===== src/rtl/key_debouncer.sv =====
// Pushbutton conditioner: two-flop synchronizer, restart-on-bounce debounce, press/release/long pulses, press counter.
// Define KEY_AUTOREPEAT_EN to add periodic KEY_PRESS repeats while the key is in the long-held state.
module key_debouncer #(
  parameter int DEBOUNCE_CYCLES = 1000000,
  parameter int LONG_CYCLES     = 50000000,
  parameter int REPEAT_CYCLES   = 10000000,
  parameter int CNT_W           = 8
) (
  input  logic             CLOCK_50,
  input  logic             RESET_N,
  input  logic             KEY_N,
  output logic             KEY_LEVEL,
  output logic             KEY_PRESS,
  output logic             KEY_RELEASE,
  output logic             KEY_LONG,
  output logic [CNT_W-1:0] PRESS_COUNT
);

  localparam int DB_W   = $clog2(DEBOUNCE_CYCLES);
  localparam int HOLD_W = $clog2(LONG_CYCLES + 1);
  localparam logic [DB_W-1:0]   DB_LAST   = DB_W'(DEBOUNCE_CYCLES - 1);
  localparam logic [HOLD_W-1:0] HOLD_LAST = HOLD_W'(LONG_CYCLES - 1);

  if (DEBOUNCE_CYCLES < 2 || LONG_CYCLES <= DEBOUNCE_CYCLES || REPEAT_CYCLES < 1) begin : g_param_check
    $error("key_debouncer: invalid parameter combination");
  end

  typedef enum logic [1:0] {
    IDLE,
    PRESSED,
    LONG_HELD
  } state_t;

  state_t             state_q, state_d;
  logic               syncMeta_q, syncOut_q;
  logic [DB_W-1:0]    dbCnt_q, dbCnt_d;
  logic [HOLD_W-1:0]  holdCnt_q, holdCnt_d;
  logic [CNT_W-1:0]   count_q, count_d;
  logic               press_q, press_d;
  logic               release_q, release_d;
  logic               long_q, long_d;
  logic               keyS;
  logic               keyLevel;
  logic               accept;

`ifdef KEY_AUTOREPEAT_EN
  localparam int REP_W = $clog2(REPEAT_CYCLES + 1);
  localparam logic [REP_W-1:0] REP_LAST = REP_W'(REPEAT_CYCLES);
  logic [REP_W-1:0] repCnt_q, repCnt_d;
`endif

  assign keyS     = ~syncOut_q;
  assign keyLevel = (state_q != IDLE);

  // Any sample that agrees with the accepted level throws away all accumulated credit.
  always_comb begin
    accept  = 1'b0;
    dbCnt_d = '0;
    if (keyS != keyLevel) begin
      if (dbCnt_q == DB_LAST) begin
        accept = 1'b1;
      end else begin
        dbCnt_d = dbCnt_q + 1'b1;
      end
    end
  end

  always_comb begin
    state_d   = state_q;
    holdCnt_d = holdCnt_q;
    count_d   = count_q;
    press_d   = 1'b0;
    release_d = 1'b0;
    long_d    = 1'b0;
`ifdef KEY_AUTOREPEAT_EN
    repCnt_d  = '0;
`endif
    case (state_q)
      IDLE: begin
        if (accept) begin
          state_d   = PRESSED;
          press_d   = 1'b1;
          count_d   = count_q + 1'b1;
          holdCnt_d = '0;
        end
      end
      PRESSED: begin
        // A release on the threshold cycle suppresses the long pulse.
        if (accept) begin
          state_d   = IDLE;
          release_d = 1'b1;
        end else begin
          holdCnt_d = holdCnt_q + 1'b1;
          if (holdCnt_d == HOLD_LAST) begin
            state_d = LONG_HELD;
            long_d  = 1'b1;
          end
        end
      end
      LONG_HELD: begin
        if (accept) begin
          state_d   = IDLE;
          release_d = 1'b1;
        end
`ifdef KEY_AUTOREPEAT_EN
        else begin
          repCnt_d = repCnt_q + 1'b1;
          if (repCnt_d == REP_LAST) begin
            repCnt_d = '0;
            press_d  = 1'b1;
            count_d  = count_q + 1'b1;
          end
        end
`endif
      end
      default: begin
        state_d = IDLE;
      end
    endcase
  end

  always_ff @(posedge CLOCK_50) begin
    if (!RESET_N) begin
      syncMeta_q <= 1'b1;
      syncOut_q  <= 1'b1;
      state_q    <= IDLE;
      dbCnt_q    <= '0;
      holdCnt_q  <= '0;
      count_q    <= '0;
      press_q    <= 1'b0;
      release_q  <= 1'b0;
      long_q     <= 1'b0;
`ifdef KEY_AUTOREPEAT_EN
      repCnt_q   <= '0;
`endif
    end else begin
      syncMeta_q <= KEY_N;
      syncOut_q  <= syncMeta_q;
      state_q    <= state_d;
      dbCnt_q    <= dbCnt_d;
      holdCnt_q  <= holdCnt_d;
      count_q    <= count_d;
      press_q    <= press_d;
      release_q  <= release_d;
      long_q     <= long_d;
`ifdef KEY_AUTOREPEAT_EN
      repCnt_q   <= repCnt_d;
`endif
    end
  end

  assign KEY_LEVEL   = keyLevel;
  assign KEY_PRESS   = press_q;
  assign KEY_RELEASE = release_q;
  assign KEY_LONG    = long_q;
  assign PRESS_COUNT = count_q;

endmodule


===== config.mk =====
export PLATFORM = sky130hd
export DESIGN_NAME = key_debouncer
export DESIGN_NICKNAME = d
export VERILOG_FILES = /design/src/rtl/key_debouncer.sv
export SDC_FILE = /design/constraint.sdc
export NUM_CORES = 1
export LEC_CHECK = 0
export BUFFER_PORTS_ARGS = -buffer_cell sky130_fd_sc_hd__buf_2
export CAP_MARGIN = 30
export CORE_ASPECT_RATIO = 0.75
export CORE_MARGIN = 1
export CORE_UTILIZATION = 39
export CTS_CLUSTER_DIAMETER = 40
export DETAILED_ROUTE_END_ITERATION = 16
export GPL_TIMING_DRIVEN = 0
export PLACE_DENSITY = 0.66
export SETUP_SLACK_MARGIN = 0.15
export SYNTH_ARGS = -nofsm -noshare
export SYNTH_HDL_FRONTEND = slang
export SYNTH_SLANG_ARGS = --single-unit

===== constraint.sdc =====
create_clock -name CLOCK_50 -period 5.09 [get_ports CLOCK_50]
set_clock_uncertainty 0.05 [all_clocks]
set_input_delay 0.509 -clock CLOCK_50 [delete_from_list [all_inputs] [get_ports CLOCK_50]]
set_output_delay 0.509 -clock CLOCK_50 [all_outputs]
set_load 0.005 [all_outputs]

-- Word level (Yosys, flattened, before mapping)
Index checks and enable logic that the tools add are counted.
- bits in registers: 61
- output and inout port bits: 12
- add/sub/neg operators: 3
- eq/ne operators: 9
- muxes and demuxes: 12
- bitwise logic cells: 4
- reductions and logical operators: 11
- operator list (operator ; number):
    $mux W26 ; 2
    $pmux W26 S2 ; 1
    $add A26 B1 Y26 const B ; 1
    $eq A26 B26 Y1 const B ; 1
    $add A20 B1 Y20 const B ; 1
    $eq A20 B20 Y1 const B ; 1
    $add A8 B1 Y8 const B ; 1
    $mux W2 ; 4
    $ne A2 B2 Y1 const B ; 3
    $pmux W2 S3 ; 1
    $reduce_and A2 Y1 ; 3
    $reduce_and A3 Y1 ; 2
    $reduce_or A3 Y1 ; 2
    $mux W1 ; 4
    $not A1 Y1 ; 4
    $reduce_bool A2 Y1 ; 2
    $ne A3 B3 Y1 const B ; 1
    $eq A2 B1 Y1 const B ; 1
    $eq A2 B2 Y1 const B ; 1
    $logic_not A2 Y1 ; 1
    $reduce_or A2 Y1 ; 1
    $ne A1 B1 Y1 ; 1

-- Logic depth before layout (Yosys ltp)
- depth in word-level cells: 5
- depth in mapped cells: 9

-- Least setup slack after synthesis
OpenSTA, ideal clock, no wires.
- path type: register -> register
- start point: reg holdCnt_q[3]
- end point: reg holdCnt_q[23]
- setup time: 0.074 ns
- arrival time: 2.079 ns
- required time: 4.966 ns
- setup slack: 2.886 ns
- stages on the path, launching flop included: 8
- period minus slack after synthesis: 2.204 ns
- cell sequence: dfxtp_1 -> buf_2 -> nand4_1 -> or4_1 -> buf_2 -> or3_4 -> or3_1 -> a31oi_1
- cells in the longest elaborated chain, start to end: 3
- RTL lines (element ; line ; source):
    from (decl) ; 37 ; logic [HOLD_W-1:0] holdCnt_q, holdCnt_d;
    from (signal assigned) ; 141 ; holdCnt_q <= holdCnt_d;
    $add A26 B1 Y26 ; 93 ; holdCnt_d = holdCnt_q + 1'b1;
    $mux W26 ; 89 ; if (accept) begin
    $pmux W26 S2 ; 78 ; case (state_q)
No other way between the ends. The select of a mux whose other input is x is not followed.
A chain may end at the register's enable or synchronous reset.

-- Final worst setup path
- start point: reg state_q[0]
- end point: reg holdCnt_q[17]
- cells in the longest elaborated chain, start to end: 5
- elaborated cells between the ends (all ways): 10
- classes of those cells: eq/ne (4); mux (2); reduce/logical (4)
- RTL lines (element ; line ; source):
    from (decl) ; 34 ; state_t state_q, state_d;
    from (signal assigned) ; 139 ; state_q <= state_d;
    $reduce_bool A2 Y1 ; 53 ; assign keyLevel = (state_q != IDLE);
    $ne A1 B1 Y1 ; 59 ; if (keyS != keyLevel) begin
    $mux W1 ; 59 ;
    $ne A2 B2 Y1 (no source line) ; -- ;
    $reduce_and A3 Y1 (no source line) ; -- ;
Parallel ways exist; a longest one is shown, timed or not.

==> run_summary.xml <==
<?xml version="1.0" encoding="UTF-8"?>
<metrics>
  <group name="status">
    <metric name="status" unit="">complete, no violations</metric>
  </group>
  <group name="global_route">
    <metric name="number_of_antenna_violations_at_the_first_check_in_global_routing" unit="">0</metric>
    <metric name="grt_first_pass_wirelength" unit="um">13110</metric>
    <metric name="globalRouteOverflowTotal" unit="">0</metric>
    <metric name="grt_util_met2" unit="%">29.55</metric>
    <metric name="grt_busiest_layer" unit="">met2</metric>
    <metric name="largest_net_degree_at_the_start_of_global_routing" unit="">13</metric>
    <metric name="global_route.usage.met1" unit="%">27.00</metric>
    <metric name="globalRouteMet3Util" unit="%">5.238</metric>
    <metric name="first_global_vias" unit="">2700</metric>
    <metric name="global_route.usage.total" unit="%">19.47</metric>
  </group>
  <group name="pwr">
    <metric name="worst_ir_drop_vdd" unit="mV">0.1148</metric>
    <metric name="pwr_density_cell" unit="nW/um2">244.0</metric>
    <metric name="finalPower" unit="uW">893.2</metric>
    <metric name="static_leakage" unit="uW">0.001204</metric>
  </group>
  <group name="timing">
    <metric name="final-max-slew-violation-count" unit="">0</metric>
    <metric name="finalWorstPathRequiredPeriod" unit="ps">2798</metric>
    <metric name="slew_headroom" unit="%">56.23</metric>
    <metric name="fmaxAchievable" unit="GHz">0.3574</metric>
    <metric name="setup_tns" unit="ps">0</metric>
    <metric name="hold_viol_final" unit="">0</metric>
    <metric name="rsz_0062_raised_after_global_routing" unit="">no</metric>
    <metric name="tightest_slew" unit="ps">651.5</metric>
    <metric name="period_utilization" unit="%">54.97</metric>
    <metric name="setup_viol" unit="">0</metric>
  </group>
  <group name="die">
    <metric name="floorplan.initialDensity" unit="%">40.88</metric>
    <metric name="core_area" unit="um2">8023</metric>
    <metric name="number_of_top_level_pins" unit="">15</metric>
    <metric name="area_of_the_die" unit="um2">8783</metric>
    <metric name="placement_rows" unit="">28</metric>
    <metric name="horiz_die_dim" unit="um">107.9</metric>
    <metric name="die_h" unit="um">81.42</metric>
  </group>
  <group name="worst_hold_path">
    <metric name="path_type_of_the_worst_min_delay_path" unit="">input port to register</metric>
    <metric name="timing.hold.worst_path_depth" unit="">2</metric>
    <metric name="worstHoldStart" unit="">KEY_N</metric>
    <metric name="worstHoldEndpoint" unit="">syncMeta_q</metric>
  </group>
  <group name="yosys">
    <metric name="proportion_of_netlist_area_held_by_the_largest_area_contributor" unit="%">37.24</metric>
    <metric name="ys_seq_area_share" unit="%">37.24</metric>
    <metric name="area_leader_netlist" unit="">sky130_fd_sc_hd__dfxtp_1</metric>
    <metric name="netlist_area" unit="um2">3279</metric>
    <metric name="ys_dominant_reg_cell" unit="">sky130_fd_sc_hd__dfxtp_1</metric>
    <metric name="synth_top_cells_by_area" unit="">sky130_fd_sc_hd__dfxtp_1, sky130_fd_sc_hd__nor2_1, sky130_fd_sc_hd__xor2_1</metric>
    <metric name="synthDistinctLibCells" unit="">48</metric>
    <metric name="async_set_reset_flop_share_out_of_synthesis" unit="%">0</metric>
    <metric name="avgSynthCellArea" unit="um2">7.921</metric>
    <metric name="synth_enable_flop_cells" unit="">0</metric>
    <metric name="ys_ff_latch" unit="">61</metric>
    <metric name="ys_warn_count" unit="">0</metric>
    <metric name="mappedNetlistNets" unit="">424</metric>
    <metric name="synth_cells" unit="">414</metric>
  </group>
  <group name="cts">
    <metric name="cts.sink_count" unit="">61</metric>
    <metric name="clk_pin_slew" unit="ps">80</metric>
    <metric name="cts_htree_levels" unit="">3</metric>
    <metric name="post_cts.repair.setup_buffers" unit="">0</metric>
    <metric name="cts_tree" unit="">yes</metric>
    <metric name="cts-root-buf" unit="">sky130_fd_sc_hd__clkbuf_8</metric>
    <metric name="cts.repair.resized" unit="">0</metric>
    <metric name="holdBufCountCts" unit="">0</metric>
    <metric name="cts-buffers-inserted" unit="">9</metric>
    <metric name="cts_max_path_bufs" unit="">2</metric>
    <metric name="insertion_delay" unit="ps">350</metric>
  </group>
  <group name="drt">
    <metric name="first_pass_iters" unit="">4</metric>
    <metric name="drt-total-wl" unit="um">7881</metric>
    <metric name="post_drt_via_cell_ratio" unit="">5.511</metric>
    <metric name="drt.antenna.violating_nets" unit="">0</metric>
    <metric name="routed_via_count" unit="">3020</metric>
    <metric name="routedWlPerCell" unit="um">14.38</metric>
    <metric name="drtIter0Drc" unit="">214</metric>
    <metric name="post-route-drc-count" unit="">0</metric>
  </group>
  <group name="final_layout">
    <metric name="fillers" unit="">813</metric>
    <metric name="drive_above_1_share" unit="%">10.61</metric>
    <metric name="final_nets" unit="">448</metric>
    <metric name="area_growth" unit="%">11.64</metric>
    <metric name="antenna-diode-count" unit="">0</metric>
  </group>
  <group name="worst_setup_path">
    <metric name="worstPathMaxFanout" unit="">10</metric>
    <metric name="worst-endpoint-required" unit="ps">5250</metric>
    <metric name="cp-end-kind" unit="">register</metric>
    <metric name="r2r_cells" unit="">9</metric>
    <metric name="cpPeakStageDelay" unit="ps">600</metric>
    <metric name="timing.critical_path.from_type" unit="">register</metric>
    <metric name="cp_slowest_cell" unit="">sky130_fd_sc_hd__nor4_4</metric>
    <metric name="critical_path_class" unit="">register to register</metric>
    <metric name="cp_arrival" unit="ps">2960</metric>
    <metric name="timing.rr.end" unit="">holdCnt_q[17]</metric>
    <metric name="timing.critical_path.cells" unit="">inv_1 -&gt; ha_1 -&gt; clkbuf_1 -&gt; nand2b_1 -&gt; nor4_4 -&gt; a21oi_1 -&gt; clkbuf_1 -&gt; o21ai_0 -&gt; a21oi_1</metric>
    <metric name="setup_slack_reg_to_reg" unit="ps">2290</metric>
    <metric name="worstReg2RegStart" unit="">state_q[0]</metric>
  </group>
  <group name="job">
    <metric name="max-cap-violations" unit="">0</metric>
  </group>
  <group name="place">
    <metric name="placement.io_buffers" unit="">13</metric>
    <metric name="place.detailed.hpwl" unit="um">5566</metric>
    <metric name="gp_routability_congestion" unit="">0.8695</metric>
  </group>
</metrics>
cells in the mapped netlist (all sizes together) (6+ instances only):
master and count:
nand2 29, nor3 12, nand3 24, a21oi 33, o21ai 20, nand4 17
nor4 8, buf 6, ha 7, inv 9, xor2 20, or3 8
dfxtp 61, xnor2 17, nand3b 7, clkbuf 16, nor2 63, and4 6
and3 8
cell families after synthesis:
family          count (synthesis)  share of synthesized area [%]
compound gates                 76                          13.54
xor+xnor                       37                          9.882
fa+ha+maj                       7                          2.671
buf+inv                        32                          3.892
flops                          61                          37.24
mux                             2                         0.6486
simple gates                  199                          32.13
report_power, final:
group	switching [uW]	total (uW)	leakage, uW	internal, uW
clock network	211	403	0.0000811	192
logic	9.09	11.2	0.000631	2.14
registers	0.935	479	0.000492	478
flip-flops by register name, indices dropped and copies added, names as in the netlist:
signal	cells
KEY_PRESS	1
state_q	2
KEY_LONG	1
syncOut_q	1
holdCnt_q	26
PRESS_COUNT	8
dbCnt_q	20
KEY_RELEASE	1
syncMeta_q	1
critical path, delay by kind of cell (launching register included):
kind,cells,cell delay [ps]
and+or+nand+nor,2,800
buffers and inverters,3,690
AOI/OAI and AO/OA,3,640
DFF,1,340
adders and majority gates,1,140
metal layers:
| metal | vias up | part of all wire [%] | wire length, um |
|---|---|---|---|
| met2 | 77 | 42 | 3318 |
| met5 | - | 0 | 0 |
| met1 | 1411 | 52 | 4061 |
| met4 | 0 | 1.1 | 85 |
| li1 | 1526 | - | - |
| met3 | 6 | 5.3 | 416 |
cell type report:
cell class              count  area (um2)  area share (%)
repair buffers             13       65.06           1.777
flip-flops and latches     61        1221           33.36
inverters                  10       37.54           1.025
multi-input cells         321        1931           52.73
plain buffers              22       90.09           2.461
well taps                 105       131.4           3.589
clock inverters             6       47.55           1.299
clock buffers              10       137.6           3.759
metrics by stage:
stage | instance area [um2] | util [%] | worst slack, ps | std cells | hold WS [ps]
after floorplan | 3279 | - | 2886 | 414 | 336.3
after global placement | 3476 | 43.33 | 2332 | 532 | 344.0
after detailed placement | 3476 | 43.33 | 2311 | 532 | 342.5
after CTS | 3661 | 45.63 | 2291 | 548 | 303.3
after global routing | 3661 | 45.63 | 1962 | 548 | 301.6
final | 3661 | 45.63 | 2292 | 548 | 314.9
worst max path at each step:
stage                             from  slack, ps  cells after the start       endpoint
after CTS                   state_q[0]       2290                      9  holdCnt_q[18]
after global placement    holdCnt_q[0]       2330                      6       KEY_LONG
after global routing      holdCnt_q[0]       1960                      7       KEY_LONG
final                       state_q[0]       2290                      9  holdCnt_q[17]
after detailed placement    state_q[0]       2310                      9  holdCnt_q[18]
after floorplan           holdCnt_q[3]       2890                      7  holdCnt_q[23]
cell usage in the layout (no fill, tap or decap), drive strengths merged, types with 2 or more instances in the layout:
master    instances
a2111oi           2
xor2             20
a211oi            2
nand3            24
or3               8
xnor2            17
dfxtp            61
a22oi             2
nor3             12
a31oi             5
clkinv            2
nand2            29
buf              19
clkbuf           26
nand2b            5
nand4            17
and2              4
ha                7
and4              6
nand3b            7
o31ai             2
nor4              8
a311oi            3
clkinvlp          4
nor2             63
inv              10
or4               3
nor3b             2
a21oi            33
and3              8
o21ai            20
No activity file was read; power rests on OpenSTA's default activity.
